### src/rtl/axi4_mem_ctrl.sv
// axi4_mem_ctrl: AXI4 slave controller in front of a single-port word memory.
// Accepts INCR bursts on independent read and write channels. It arbitrates
// round-robin in IDLE, keeps one burst in flight, and sequences the memory
// command port. Read data is captured from the registered memory output
// before it is presented on R.
module axi4_mem_ctrl #(
    parameter int DATA_WIDTH     = 32,
    parameter int ADDR_WIDTH     = 16,
    parameter int MEM_ADDR_WIDTH = 10,
    parameter int DEPTH          = 1024
) (
    input  logic                      clk,
    input  logic                      rst,
    // write address channel
    input  logic [ADDR_WIDTH-1:0]     awaddr,
    input  logic [7:0]                awlen,
    input  logic [2:0]                awsize,
    input  logic [1:0]                awburst,
    input  logic                      awvalid,
    output logic                      awready,
    // write data channel
    input  logic [DATA_WIDTH-1:0]     wdata,
    input  logic                      wlast,
    input  logic                      wvalid,
    output logic                      wready,
    // write response channel
    output logic [1:0]                bresp,
    output logic                      bvalid,
    input  logic                      bready,
    // read address channel
    input  logic [ADDR_WIDTH-1:0]     araddr,
    input  logic [7:0]                arlen,
    input  logic [2:0]                arsize,
    input  logic [1:0]                arburst,
    input  logic                      arvalid,
    output logic                      arready,
    // read data channel
    output logic [DATA_WIDTH-1:0]     rdata,
    output logic [1:0]                rresp,
    output logic                      rlast,
    output logic                      rvalid,
    input  logic                      rready,
    // memory command port
    output logic                      mem_en,
    output logic                      mem_we,
    output logic [MEM_ADDR_WIDTH-1:0] mem_addr,
    output logic [DATA_WIDTH-1:0]     mem_wdata,
    input  logic [DATA_WIDTH-1:0]     mem_rdata,
    // debug: current FSM state encoding
    output logic [2:0]                state_dbg
);

    // Handshakes: a transfer happens on a rising edge where valid and ready
    // are both high. Valid is never withdrawn by this block before its ready
    // partner, and bresp/rdata/rresp/rlast are held constant while
    // bvalid/rvalid wait for ready.

    localparam logic [1:0] RESP_OKAY   = 2'b00;
    localparam logic [1:0] RESP_SLVERR = 2'b10;

    typedef enum logic [2:0] {
        IDLE       = 3'd0,
        WR_DATA    = 3'd1,
        WR_RESP    = 3'd2,
        RD_ISSUE   = 3'd3,
        RD_CAPTURE = 3'd4,
        RD_DATA    = 3'd5
    } state_t;

    state_t                    state;
    logic [MEM_ADDR_WIDTH-1:0] word_addr;
    logic [7:0]                beat_len;
    logic [7:0]                beat_cnt;
    logic                      burst_err;
    logic                      wlast_err;
    logic                      last_was_write;

    logic                      aw_grant;
    logic                      ar_grant;
    logic                      aw_err;
    logic                      ar_err;
    logic [31:0]               aw_end_word;
    logic [31:0]               ar_end_word;
    logic                      wr_beat;
    logic                      last_beat;
    logic                      beat_wlast_err;
    logic                      unused_addr_bits;

    // Bits above the memory word index alias onto the array; [1:0] only feed the error check.
    assign unused_addr_bits = ^{awaddr, araddr};

    // Burst legality: 4-byte beats, INCR only, word aligned, and the last word inside the array.
    assign aw_end_word = 32'(awaddr[MEM_ADDR_WIDTH+1:2]) + 32'(awlen);
    assign ar_end_word = 32'(araddr[MEM_ADDR_WIDTH+1:2]) + 32'(arlen);
    assign aw_err = (awsize != 3'b010) || (awburst != 2'b01) ||
                    (awaddr[1:0] != 2'b00) || (aw_end_word > 32'(DEPTH - 1));
    assign ar_err = (arsize != 3'b010) || (arburst != 2'b01) ||
                    (araddr[1:0] != 2'b00) || (ar_end_word > 32'(DEPTH - 1));

    // Round-robin grant: on a tie the channel not served last wins.
    assign aw_grant = !rst && (state == IDLE) && awvalid && (!arvalid || !last_was_write);
    assign ar_grant = !rst && (state == IDLE) && arvalid && !aw_grant;
    assign awready  = aw_grant;
    assign arready  = ar_grant;

    assign last_beat      = (beat_cnt == beat_len);
    assign wr_beat        = !rst && (state == WR_DATA) && wvalid && wready;
    assign beat_wlast_err = wlast_err || (wlast != last_beat);

    // Memory command is decoded from the state; reset suppresses it at once so an
    // aborted burst cannot write on the reset edge.
    assign mem_we    = wr_beat && !burst_err;
    assign mem_en    = mem_we || (!rst && (state == RD_ISSUE) && !burst_err);
    assign mem_addr  = word_addr;
    assign mem_wdata = mem_we ? wdata : '0;
    assign state_dbg = state;

    // Burst sequencer: grant, walk the word address per beat, and produce B/R responses.
    always_ff @(posedge clk) begin
        if (rst) begin
            state          <= IDLE;
            word_addr      <= '0;
            beat_len       <= '0;
            beat_cnt       <= '0;
            burst_err      <= 1'b0;
            wlast_err      <= 1'b0;
            last_was_write <= 1'b0;
            wready         <= 1'b0;
            bvalid         <= 1'b0;
            bresp          <= RESP_OKAY;
            rvalid         <= 1'b0;
            rlast          <= 1'b0;
            rresp          <= RESP_OKAY;
            rdata          <= '0;
        end else begin
            case (state)
                IDLE: begin
                    if (aw_grant) begin
                        word_addr      <= awaddr[MEM_ADDR_WIDTH+1:2];
                        beat_len       <= awlen;
                        beat_cnt       <= '0;
                        burst_err      <= aw_err;
                        wlast_err      <= 1'b0;
                        last_was_write <= 1'b1;
                        wready         <= 1'b1;
                        state          <= WR_DATA;
                    end else if (ar_grant) begin
                        word_addr      <= araddr[MEM_ADDR_WIDTH+1:2];
                        beat_len       <= arlen;
                        beat_cnt       <= '0;
                        burst_err      <= ar_err;
                        last_was_write <= 1'b0;
                        state          <= RD_ISSUE;
                    end
                end
                WR_DATA: begin
                    if (wr_beat) begin
                        wlast_err <= beat_wlast_err;
                        word_addr <= word_addr + MEM_ADDR_WIDTH'(1);
                        beat_cnt  <= beat_cnt + 8'd1;
                        if (last_beat) begin
                            wready <= 1'b0;
                            bvalid <= 1'b1;
                            bresp  <= (burst_err || beat_wlast_err) ? RESP_SLVERR : RESP_OKAY;
                            state  <= WR_RESP;
                        end
                    end
                end
                WR_RESP: begin
                    if (bready) begin
                        bvalid <= 1'b0;
                        state  <= IDLE;
                    end
                end
                RD_ISSUE: begin
                    state <= RD_CAPTURE;
                end
                RD_CAPTURE: begin
                    rdata  <= burst_err ? '0 : mem_rdata;
                    rresp  <= burst_err ? RESP_SLVERR : RESP_OKAY;
                    rlast  <= last_beat;
                    rvalid <= 1'b1;
                    state  <= RD_DATA;
                end
                RD_DATA: begin
                    if (rready) begin
                        rvalid <= 1'b0;
                        rlast  <= 1'b0;
                        if (last_beat) begin
                            state <= IDLE;
                        end else begin
                            word_addr <= word_addr + MEM_ADDR_WIDTH'(1);
                            beat_cnt  <= beat_cnt + 8'd1;
                            state     <= RD_ISSUE;
                        end
                    end
                end
                default: begin
                    state <= IDLE;
                end
            endcase
        end
    end

endmodule

### config.mk
export PLATFORM = sky130hd
export DESIGN_NAME = axi4_mem_ctrl
export DESIGN_NICKNAME = d
export VERILOG_FILES = /design/src/rtl/axi4_mem_ctrl.sv
export SDC_FILE = /design/constraint.sdc
export NUM_CORES = 1
export LEC_CHECK = 0
export BUFFER_PORTS_ARGS = -buffer_cell sky130_fd_sc_hd__buf_4
export CORE_UTILIZATION = 41
export DETAILED_ROUTE_END_ITERATION = 8
export GPL_TIMING_DRIVEN = 0
export MAX_ROUTING_LAYER = met4
export PLACE_DENSITY_LB_ADDON = 0.25
export SLEW_MARGIN = 25
export SYNTH_ARGS = -nofsm -noshare
export SYNTH_HDL_FRONTEND = slang
export SYNTH_SLANG_ARGS = --single-unit
export TNS_END_PERCENT = 10
### constraint.sdc
create_clock -name clk -period 1.47 [get_ports clk]
set_input_delay 0.294 -clock clk [delete_from_list [all_inputs] [get_ports clk]]
set_output_delay 0.294 -clock clk [all_outputs]
set_load 0.1 [all_outputs]
### Word-level counts from Yosys, hierarchy flattened

Index checks and enable logic that the tools add are counted.

| cells by class | value |
|---|---|
| add/subtract/negate cells | 4 |
| $lt $le $gt $ge | 2 |
| equal/unequal tests | 18 |
| muxes and demuxes | 44 |
| reductions and logical operators | 42 |

Operator list:

| cell | number |
|---|---|
| 2-to-1 mux 32 bit | 2 |
| 2-to-1 mux 8 bit | 7 |
| 2-to-1 mux 10 bit | 5 |
| case mux 10 bit (3 select lines) | 1 |
| case mux 8 bit (3 select lines) | 1 |
| adder 10 x 8 -> 11 bit | 2 |
| > comparator 11 x 10 -> 1 bit, second input constant | 2 |
| 2-to-1 mux 3 bit | 6 |
| case mux 3 bit (6 select lines) | 1 |
| 2-to-1 mux 1 bit | 13 |
| != test 2 bit, second input constant | 6 |
| nonzero test 2 bit | 6 |
| logical AND 1 bit | 11 |
| adder 10 x 1 -> 10 bit, second input constant | 1 |
| logical OR 1 bit | 10 |
| case mux 1 bit (2 select lines) | 5 |
| AND reduction 5 bit | 2 |
| adder 8 x 1 -> 8 bit, second input constant | 1 |
| equality test 8 bit | 1 |
| AND reduction 4 bit | 2 |
| equality test 3 x 2 -> 1 bit, second input constant | 2 |
| equality test 3 bit, second input constant | 2 |
| 2-to-1 mux 2 bit | 3 |
| != test 3 x 2 -> 1 bit, second input constant | 2 |
| 9 further kinds | 16 |

| word-level totals | value |
|---|---|
| register bits | 72 |
| input bits | 130 |
| output and inout bits | 89 |
| logic and storage cells | 124 |

### Depth between registers and ports, before layout

Gate-level depths: netlist of the first run.

| logic depth | value |
|---|---|
| word-level depth | 9 |
| gate-level depth with buffers | 8 |

### Worst setup path before layout of the first run

Ideal clock, no wire load.

| path | value |
|---|---|
| path kind | reg-to-output |
| from | register state[0], in the netlist state_dbg[0] |
| to | output mem_en |
| arrival time | 3.186 ns |
| data required time | 1.176 ns |
| path slack | -2.010 ns |
| stages on the path, launching flop included | 5 |
| path buffers | 0 |
| path through | dfxtp_1 -> nand4bb_1 -> or3b_2 -> o31a_1 -> nor2_1 |

| between the ends | value |
|---|---|
| cells in the longest elaborated chain, start to end | 6 |
| elaborated cells on any way between the ends | 9 |

Ends and longest elaborated chain:

| item | RTL line | RTL |
|---|---|---|
| start: declaration | 70 | `state_t state;` |
| start signal: assignment | 121 | `state <= IDLE;` |
| start signal: assignment | 146 | `state <= WR_DATA;` |
| start signal: assignment | 153 | `state <= RD_ISSUE;` |
| equality test 3 x 1 -> 1 bit | 107 | `assign wr_beat = !rst && (state == WR_DATA) && wvalid && wready;` |
| logical AND 1 bit (3 in series) | 107 |  |
| logical AND 1 bit | 112 | `assign mem_we = wr_beat && !burst_err;` |
| logical OR 1 bit (*) | 113 | `assign mem_en = mem_we \|\| (!rst && (state == RD_ISSUE) && !burst_err);` |
| end: declaration | 44 | `output logic mem_en,` |

Every way passes the cells marked *; elsewhere a longest branch is shown, timed or not.

### Worst setup path in the final report of the first run

| path | value |
|---|---|
| from | register state[1], in the netlist state_dbg[1] |
| to | output mem_en |

Same word-level chain as after synthesis.

==> results of run 1 <==
## synthesized netlist by cell type (2+ instances only)
library cell / number / area [um2]
and3_1: 36 / 225.2
buf_1: 2 / 7.510
o211ai_1: 2 / 15.01
dfxtp_1: 70 / 1401
a311oi_1: 10 / 87.58
o2111ai_1: 3 / 26.28
and4_1: 2 / 17.52
a21o_1: 7 / 52.55
or3_1: 9 / 56.30
fa_1: 2 / 40.04
nor2b_1: 8 / 50.05
a21oi_1: 51 / 255.2
a21boi_0: 3 / 22.52
nand4_1: 4 / 25.02
a221oi_2: 2 / 30.03
buf_2: 11 / 55.05
o22ai_1: 4 / 25.02
mux2_2: 2 / 22.52
nand2_1: 84 / 315.3
mux2i_1: 6 / 60.06
a32o_1: 4 / 40.04
o21a_1: 2 / 15.01
buf_4: 2 / 15.01
xnor2_1: 8 / 70.07
nor3_1: 6 / 30.03
buf_6: 4 / 45.04
nor4b_1: 3 / 26.28
a31oi_1: 4 / 25.02
ha_1: 16 / 200.2
nor2_1: 30 / 112.6
nand2b_1: 8 / 50.05
o21ai_0: 11 / 55.05
nand3_1: 52 / 260.3
a211oi_1: 2 / 15.01
clkbuf_1: 25 / 93.84
inv_1: 5 / 18.77
o21ai_1: 4 / 20.02
## repair_timing
| item | CTS | global route |
|---|---|---|
| resized for setup | 172 | 48 |
| setup endpoints to repair | 102 | 105 |
| cloned | 2 | 0 |
| hold buffers | 0 | 0 |
| pin swaps | 31 | 12 |
| buffers inserted | 3 | 3 |
## power by group
group / internal (mW) / leakage [nW] / switching, mW
combinational: 0.772 / 2.30 / 1.37
sequential: 2.00 / 0.574 / 0.126
clock: 0.982 / 0.112 / 0.825
## per-stage QoR
step | setup WS, ns | hold slack (ns) | std cells
2_1_floorplan | -0.6417 | 0.4041 | 531
3_5_place_dp | -0.9265 | 0.4441 | 871
3_3_place_gp | -0.9039 | 0.4395 | 871
5_1_grt | -0.7662 | 0.1630 | 895
6_report | -0.7070 | 0.1572 | 895
4_1_cts | -0.7231 | 0.1513 | 892
## layer usage
layer	global-route usage	vias to the layer above	share of wire
met4	0.1253	0	0.030
met2	0.5359	207	0.50
met3	0.06088	37	0.071
met5	-	-	0
met1	0.3425	2333	0.40
li1	-	2360	-
## kinds of logic (layout without fill, tap and decap cells)
logic type      after synthesis  in the layout
fa+ha+maj                    18             18
flops                        70             70
buf+inv                      50            281
mux                           8              8
xor+xnor                      8              8
other cells                   1              2
compound gates              121            121
simple gates                254            254
## final cells by class
| class | count | area (um2) |
|---|---|---|
| multi-input cells | 411 | 2803 |
| fillers | 769 | 2668 |
| repair buffers | 215 | 2085 |
| flip-flops and latches | 70 | 1425 |
| plain buffers | 44 | 331.6 |
| well taps | 133 | 166.4 |
| clock buffers | 9 | 123.9 |
| clock inverters | 7 | 105.1 |
| inverters | 6 | 22.52 |
## worst paths after layout
check | startpoint | cells past startpoint | end | slack (ns)
min | wlast | 2 | bresp[1]$_SDFFE_PP0P_ | 0.16
max | state_dbg[1]$_SDFFE_PP0P_ | 5 | mem_en | -0.71
max reg2reg | beat_cnt[2]$_SDFFE_PP0P_ | 8 | mem_addr[7]$_SDFFE_PP0P_ | -0.26
min reg2reg | rdata[16]$_SDFFE_PP0P_ | 2 | rdata[16]$_SDFFE_PP0P_ | 0.46
## worst reg2reg max path, cell delays in order, from the launching register on
cell	delay, ns
dfxtp_1	0.33
buf_6	0.14
xnor2_2	0.14
and4_1	0.18
buf_6	0.14
a21boi_4	0.21
buf_6	0.18
o22ai_1	0.09
a32o_1	0.22
## state kept, by name, indices dropped and copies added, names as in the netlist, 3 cells and up
| register | count |
|---|---|
| rdata | 32 |
| state_dbg | 3 |
| beat_len | 8 |
| beat_cnt | 8 |
| mem_addr | 10 |
==> metrics.md, run 1 <==
| Metric | Value |
|---|---|
| Status | `finished with violations` |
| Failing checks | `negative setup slack` |
| Clk slew on worst S/H paths | `0.08 ns` |
| Fin worst setup slack | `-0.7070 ns` |
| Synth Register Bits | `70` |
| H-tree Lvls | `3` |
| CTS tree | `built` |
| Final Core Density | `0.7258` |
| CTS sink cnt | `70` |
| Grt total ovfl | `0` |
| P_leak | `2.985 nW` |
| Wire per inst | `17.53 um` |
| Final setup TNS | `-28.82 ns` |
| DRT antenna net count | `0` |
| GP Congestion | `0.9457` |
| Xor/xnor share of the synthesized area | `0.01704` |
| PwrDens | `860.7 nW/um2` |
| Post-synthesis mux area share | `0.02009` |
| Share of layout cells above drive strength 1 | `0.4593` |
| Crit Path Class | `flip-flop to primary output` |
| First DRT Iteration DRCs | `between 200 and 250` |
| Core area | `9729 um2` |
| Total CTS buffers | `9` |
| Synth unique cells | `63` |
| Synth Instances | `530` |
| Syn Std Cell Area | `between 4000 and 5000 um2` |
| Diode count | `0` |
| Sequential share of the synthesized area | `0.3408` |
| Pre-antenna DRT Iters | `5` |
| Least-Margin Pin Slew | `between 0.6 and 0.7 ns` |
| Placed cell area | `6021 um2` |
| Design Area, Final | `7062 um2` |
| Fraction of registers with async set/reset | `0` |
| Post-DP HPWL | `around 12000 um` |
| Largest family of logic cells by synthesized area | `simple AND/OR/NAND/NOR gates` |
| Clk buf depth | `2` |
| Die Y-Extent | `between 100 and 150 um` |
| Final Cycle Share | `1.481` |
| Starting density of the core | `0.4226` |
| Buf+Inv Stages, Crit Path | `1` |
| EDFF count, synth | `0` |
| Vias in the first global route | `4841` |
| RSZ-0062 raised after global routing | `true` |
| Initial antenna violation count | `0` |
| DIE WIDTH | `102.1 um` |
| Die area | `10430 um2` |
| Max_cap viols | `0` |
| Commonest cells after routing, fill and taps aside | `buf_4 (181), nand2_1 (81), dfxtp_1 (57)` |
| Synth Area in Simple Gates | `0.3095` |
| Slew Viols, Final | `0` |
| WP data required | `1.18 ns` |
| Vias | `a little under 5000` |
| Complex-gate fraction of the synthesized area | `0.1951` |
| Largest net degree at the start of global routing | `15` |
| CP cell instances | `nand4bb_4 -> or3b_4 -> o31a_1 -> nor2_4 -> buf_12` |
| Port Buffers | `approximately 210` |
| CP peak stage delay | `approximately 0.45 ns` |
| Critical-path top delay cell | `or3b_4` |
| Clock root buffer | `clkbuf_8` |
| Final min period | `2.177 ns` |
| Area growth from synthesis to layout | `71.76%` |
| Vias/cell | `roughly 5.5` |
| CP Data Arrival Time | `1.88 ns` |
| Worst rel slew slack | `0.5737` |
| Worst path top cell family by delay | `simple AND/OR/NAND/NOR gates` |
| I/O pin count | `about 220` |
| Worst-Skew Late Latency | `0.36 ns` |
| First-pass GRT wire length | `24050 um` |
| Crit path launch type | `flip-flop` |
| Final Skew | `around 0.015 ns` |
| Post-Synth Adder-Cell Area | `0.05843` |
| CP max FO | `4` |
| Critical Path Sink Type | `primary output` |
| Nets@finish | `905` |
| Setup-failing EPs final | `roughly 70` |
| Total routed wirelength | `15690 um` |
| Fmax | `459.3 MHz` |
| Syn Area/Cell | `roughly 7.8 um2` |
| Yosys warning count | `0` |
| DRC errors left | `0` |
| # rows | `36` |
| Max IR drop VDD | `slightly below 0.0008 V` |
| Total Power | `6.078 mW` |
| Commonest non-fill, non-tap cell in the layout | `buf_4` |
| Fin. Hold Viols | `0` |
| Primary FF master, synth | `dfxtp_1` |
| GRT Resource Usage Total | `0.3073` |
| Min-delay worst type | `input pin to flip-flop` |
(Power assumes the default switching activity.)
==> run 2: changes to the inputs <==
Settings changed: PLACE_DENSITY from default to 0.82, PLACE_DENSITY_LB_ADDON 0.25 to default.
==> metrics.md, run 2 (synthesis gave the netlist of run 1 again) <==
| Metric | Value |
|---|---|
| Status | `finished with violations` |
| Failing checks | `negative setup slack` |
| Port Buffers | `207` |
| Setup-failing EPs final | `slightly below 90` |
| Total CTS buffers | `9` |
| Die area | `10430 um2` |
| Crit path launch type | `flip-flop` |
| Vias | `5035` |
| Die Y-Extent | `a little over 100 um` |
| Final min period | `2.181 ns` |
| Clock root buffer | `clkbuf_8` |
| CP max FO | `10` |
| Placed cell area | `6021 um2` |
| CP Launch Point | `state_dbg[2]$_SDFFE_PP0P_` |
| FF-to-FF setup slack | `-0.38 ns` |
| WP data required | `between 1 and 1.5 ns` |
| I/O pin count | `between 200 and 250` |
| DRC errors left | `0` |
| Fmax | `458.4 MHz` |
| Share of layout cells above drive strength 1 | `0.4579` |
| CTS tree | `built` |
| # rows | `36` |
| CP Data Arrival Time | `1.89 ns` |
| CTS Hold Bufs | `0` |
| First-pass GRT wire length | `approximately 24000 um` |
| Pre-antenna DRT Iters | `5` |
| Worst rel slew slack | `0.5213` |
| Wire per inst | `17.85 um` |
| CP peak stage delay | `between 0.3 and 0.4 ns` |
| Commonest non-fill, non-tap cell in the layout | `buf_4` |
| Commonest cells after routing, fill and taps aside | `buf_4 (181), nand2_1 (82), dfxtp_1 (56)` |
| Critical-path top delay cell | `dfxtp_4` |
| Worst-Skew Late Latency | `between 0.3 and 0.4 ns` |
| FF-to-FF path depth | `7` |
| Slew Viols, Final | `0` |
| Design Area, Final | `approximately 7000 um2` |
| Vias in the first global route | `~4800` |
| Crit Path Class | `flip-flop to primary output` |
| Max IR drop VDD | `0.0005164 V` |
| Post-DP HPWL | `11410 um` |
| Critical Path Sink Type | `primary output` |
| PwrDens | `832.3 nW/um2` |
| Clk slew on worst S/H paths | `0.08 ns` |
| DIE WIDTH | `102.1 um` |
| GRT Resource Usage Total | `0.3046` |
| Final Cycle Share | `1.484` |
| Nets@finish | `903` |
| Fin worst setup slack | `-0.7115 ns` |
| Fin. Hold Viols | `0` |
| H-tree Lvls | `3` |
| Grt total ovfl | `0` |
| Area growth from synthesis to layout | `70.15%` |
| RSZ-0062 raised after global routing | `true` |
| Largest register FFs | `32` |
| HP Start | `wlast` |
| Final Core Density | `0.7190` |
| Worst hold slack | `0.1511 ns` |
| Final setup TNS | `-32.12 ns` |
| Core area | `9729 um2` |
| Final Skew | `0.01039 ns` |
| Dpl ws | `-0.8295 ns` |
| P_leak | `slightly below 3 nW` |
| Max_cap viols | `0` |
| Total Power | `~5.8 mW` |
| Initial antenna violation count | `0` |
| Total routed wirelength | `15940 um` |
| Least-Margin Pin Slew | `0.7181 ns` |
| Most flop-heavy register | `rdata` |
| Clk buf depth | `2` |
| Cells after DPL | `871` |
| Worst R2R Start | `state_dbg[1]$_SDFFE_PP0P_` |
| Final Instance Count excl. Fillers | `893` |
| Diode count | `0` |
| Largest net degree at the start of global routing | `16` |
| CTS sink cnt | `70` |
| CP cell instances | `nand4bb_4 -> nor3b_4 -> buf_6 -> buf_8 -> and3_4 -> buf_12` |
| Starting density of the core | `0.4226` |
| DRT antenna net count | `0` |
| Crit path capture | `mem_wdata[26]` |
| Worst r2r dst | `mem_addr[7]$_SDFFE_PP0P_` |
| First DRT Iteration DRCs | `around 340` |
| Min-delay worst type | `input pin to flip-flop` |
| GP Congestion | `0.9339` |
| Vias/cell | `5.638` |
-- run 2: cell count changes in the layout (fill, tap and decap cells not counted), moves of 2 or more --
cell       before  now
clkbuf_4        0    5
buf_12         35   37
bufinv_16       2    0
buf_6          15    9
a311oi_1        8    6
xnor2_2         1    3
xnor2_1         7    5
clkbuf_8       12    9
clkbuf_1        6    8
a311oi_2        2    4
clkbuf_2        9    5
-- run 2: how the worst min path moves through the flow --
stage / endpoint / slack, ns / cells past startpoint
3_5_place_dp: rdata[2]$_SDFFE_PP0P_ / 0.45 / 2
6_report: bresp[1]$_SDFFE_PP0P_ / 0.15 / 2
4_1_cts: bresp[1]$_SDFFE_PP0P_ / 0.14 / 2
3_3_place_gp: rdata[5]$_SDFFE_PP0P_ / 0.44 / 2
5_1_grt: bresp[1]$_SDFFE_PP0P_ / 0.15 / 2
2_1_floorplan: bresp[1]$_SDFFE_PP0P_ / 0.40 / 1
-- run 2: area by class of cell --
cell class	count	area, um2
Clock buffer	9	123.9
Multi-Input combinational cell	411	2800
Tap cell	133	166.4
Inverter	6	22.52
Sequential cell	70	1426
Timing Repair Buffer	213	2077
Fill cell	723	2734
Buffer	44	314.1
Clock inverter	7	65.06
-- run 2: power breakdown --
part	switching (mW)	total [mW]	internal (mW)	leakage [nW]
Sequential	0.126	2.13	2.00	0.575
Clock	0.872	1.53	0.654	0.0943
Combinational	1.39	2.17	0.779	2.27
Total	2.39	5.82	3.44	2.94
-- run 2: routing by layer --
layer	vias to the layer above	GRT usage	wire length, um
met1	2398	0.3488	6155
met2	238	0.5281	8267
met4	0	0.1264	473
met3	45	0.04788	1042
met5	-	-	0
li1	2354	-	-
-- run 2: worst max-delay path: cells and delay by family (launching register included) --
kind,cells,cell delay (ns)
AND/OR/NAND/NOR,3,0.70
buffers and inverters,3,0.45
flip-flops,1,0.38
-- run 2: repair_timing --
action,CTS,global route
setup buffers,4,2
resized for setup,176,26
setup endpoints to repair,104,102
pin swaps,11,20
==> run 3: changes to the inputs <==
Settings changed: ABC_AREA from default to 1, SKIP_LAST_GASP from default to 1, TNS_END_PERCENT 10 to default.
==> metrics.md, run 3 <==
| Metric | Value |
|---|---|
| CTS tree | `built` |
| Yosys warning count | `0` |
| Total CTS buffers | `9` |
| Initial antenna violation count | `0` |
| Slew Viols, Final | `0` |
| Clk buf depth | `2` |
| Total routed wirelength | `19180 um` |
| Max_cap viols | `0` |
| Final Instance Count excl. Fillers | `around 1000` |
| Commonest cells after routing, fill and taps aside | `buf_4 (194), nand2_1 (147), inv_1 (81)` |
| Fmax | `433.6 MHz` |
| Min-delay worst type | `input pin to flip-flop` |
| Sequential fraction of design power | `0.220` |
| Post-synth top area cell | `dfxtp_1` |
| Total Power | `12.42 mW` |
| Sequential share of the synthesized area | `0.3365` |
| Share of layout cells above drive strength 1 | `0.4590` |
| Dpl ws | `-0.6207 ns` |
| Hold Path Cell Cnt | `2` |
| Max IR drop VDD | `~0.0011 V` |
| Final Skew | `between 0.01 and 0.015 ns` |
| Yosys top cell area share | `0.3365` |
| Syn Std Cell Area | `4164 um2` |
| P_leak | `3.613 nW` |
| Least-Margin Pin Slew | `roughly 0.82 ns` |
| Met2 GRT Util | `0.5179` |
| Busiest grt layer | `met2` |
| FF-to-FF setup slack | `-0.72 ns` |
| Starting density of the core | `0.4241` |
| DRT antenna net count | `0` |
| I/O pin count | `roughly 220` |
| Clock root buffer | `clkbuf_8` |
| HP Start | `bready` |
| Port Buffers | `208` |
| Comb pwr share | `0.655` |
| Crit Path Class | `flip-flop to primary output` |
| Grt total ovfl | `0` |
| First-pass GRT wire length | `24000 um` |
| Die Y-Extent | `102.8 um` |
| Failing checks | `negative setup slack` |
| Pre-antenna DRT Iters | `6` |
| # fillers | `600` |
| Worst-Skew Late Latency | `0.36 ns` |
| Largest net degree at the start of global routing | `16` |
| DIE WIDTH | `102.8 um` |
| EDFF count, synth | `0` |
| PwrDens | `~1600 nW/um2` |
| Worst rel slew slack | `0.4565` |
| RSZ-0062 raised after global routing | `true` |
| GRT Resource Usage Total | `0.3090` |
| CP max FO | `10` |
| Core area | `9819 um2` |
| Critical Path Sink Type | `primary output` |
| Syn Area/Cell | `6.436 um2` |
| Final Cycle Share | `1.569` |
| Primary FF master, synth | `dfxtp_1` |
| GP Congestion | `0.8560` |
| Post-DP HPWL | `10600 um` |
| Net Sw Power | `6.473 mW` |
| Sw Share | `0.5211` |
| First DRT Iteration DRCs | `463` |
| Wire per inst | `18.31 um` |
| Crit path launch type | `flip-flop` |
| CTS Hold Bufs | `0` |
| Internal | `5.947 mW` |
| Most flop-heavy register | `rdata` |
| Fin worst setup slack | `-0.8364 ns` |
| Cells after DPL | `slightly below 1000` |
| Vias in the first global route | `5006` |
| Vias | `5754` |
| Die area | `10560 um2` |
| Status | `finished with violations` |
| Worst R2R Start | `state_dbg[1]$_SDFFE_PP0P_` |
| Nets@finish | `~1100` |
| Clk slew on worst S/H paths | `0.09 ns` |
| Synth unique cells | `38` |
| Diode count | `0` |
| Final min period | `about 2.3 ns` |
| DRC errors left | `0` |
| H-tree Lvls | `3` |
| Setup-failing EPs final | `102` |
| Met1 Use GR | `0.3464` |
| CTS sink cnt | `70` |
| # rows | `36` |
| Area growth from synthesis to layout | `86.57%` |
| Commonest non-fill, non-tap cell in the layout | `buf_4` |
| WP data required | `1.18 ns` |
| Fraction of registers with async set/reset | `0` |
| FF-to-FF path depth | `14` |
| Synth top area cells | `dfxtp_1 (34%), nand2_1 (16%), nor2_1 (8.8%)` |
| CP Data Arrival Time | `2.01 ns` |
| Clock power frac | `0.125` |
| Largest register FFs | `32` |
| Worst r2r dst | `mem_addr[0]$_SDFFE_PP0P_` |
| Fin. Hold Viols | `0` |
| Synth Instances | `647` |
| GRT met3 Usage | `0.07119` |
| Vias/cell | `5.490` |
| Commonest cells in the synthesized netlist | `nand2_1 (173), nor2_1 (98), inv_1 (87), dfxtp_1 (70), a21oi_1 (44)` |
| Synth Register Bits | `70` |
| Hold path endpoint | `bvalid$_SDFFE_PP0P_` |
| Top-count cell post-synth | `nand2_1` |
| Final Core Density | `0.7912` |
## run 3: cell count changes after synthesis, moves of 10 or more
| cell | delta |
|---|---|
| clkbuf_1 | -13 |
| inv_1 | +82 |
| nand2_1 | +89 |
| and3_1 | -36 |
| nor2_1 | +68 |
| nand3_1 | -27 |
| nand4_1 | +13 |
| a311oi_1 | -10 |
## run 3: power by group through the flow
| stage | sequential, mW | combinational [mW] | clock (mW) |
|---|---|---|---|
| 2_1_floorplan | 4.32 | 2.52 | 0 |
| 3_3_place_gp | 2.71 | 5.44 | 0 |
| 3_5_place_dp | 2.72 | 5.47 | 0 |
| 4_1_cts | 2.67 | 6.67 | 1.52 |
| 5_1_grt | 2.76 | 8.47 | 1.62 |
| 6_report | 2.73 | 8.14 | 1.55 |
## run 3: layer usage
layer  routed length, um  up-vias
met5                   0        -
met4                1408        0
met3                1719      162
met2                9287      451
met1                6768     2563
li1                    -     2578
## run 3: critical path, cell delays in order (launching register included)
cell and delay [ns]:
dfxtp_4 0.36, inv_4 0.06, nand2_4 0.06, nor2_4 0.16
inv_2 0.08, nor2_4 0.14, inv_2 0.06, nor2_4 0.16
inv_6 0.09, buf_12 0.17, nor2_4 0.12, buf_12 0.18
## run 3: kinds of logic (layout without fill, tap and decap cells)
logic type               Yosys count  count (layout)  share of synthesized area
multiplexers                       1               1                   0.002404
buffers and inverters            122             389                     0.1208
AND/OR/NAND/NOR                  336             336                     0.3401
adder cells (fa/ha/maj)           18              18                    0.05769
other                              1               2                  0.0009006
AO/OA/AOI/OAI                     93              93                     0.1289
flip-flops                        70              70                     0.3365
XOR/XNOR                           6               6                    0.01262
## run 3: worst max-delay path by stage
stage / from / end / slack [ns] / depth (start not counted)
finish: state_dbg[1]$_SDFFE_PP0P_ / mem_wdata[10] / -0.84 / 11
CTS: state_dbg[1]$_SDFFE_PP0P_ / mem_wdata[10] / -0.67 / 11
global placement: rst / mem_wdata[22] / -0.60 / 10
detailed placement: rst / mem_wdata[22] / -0.62 / 10
global route: state_dbg[1]$_SDFFE_PP0P_ / mem_wdata[10] / -0.90 / 11
floorplan: state_dbg[0]$_SDFFE_PP0P_ / mem_wdata[10] / -1.21 / 9
## run 3: repair_timing
action / in CTS / in global routing
pin swaps: 15 / 37
buffers inserted: 20 / 22
endpoints found under the setup margin: 98 / 108
gates resized for setup: 129 / 103
gates cloned: 4 / 1
## run 3: per-stage QoR
step | hold WS, ns | TNS [ns] | instance area (um2)
detailed placement | 0.4558 | -31.75 | 6301
CTS | 0.1200 | -34.90 | 7292
global route | 0.1472 | -58.94 | 7769
global placement | 0.4510 | -30.94 | 6301
floorplan | 0.3834 | -43.42 | 4573
finish | 0.1507 | -49.89 | 7769
## run 3: area by class of cell
type | instances | area [um2] | share of cell area
repair buffers | 253 | 2552 | 0.3286
plain buffers | 28 | 229.0 | 0.02947
inverters | 92 | 355.3 | 0.04574
clock inverters | 7 | 62.56 | 0.008053
flip-flops and latches | 70 | 1443 | 0.1857
multi-input cells | 456 | 2836 | 0.3651
clock buffers | 9 | 123.9 | 0.01594
well taps | 133 | 166.4 | 0.02142
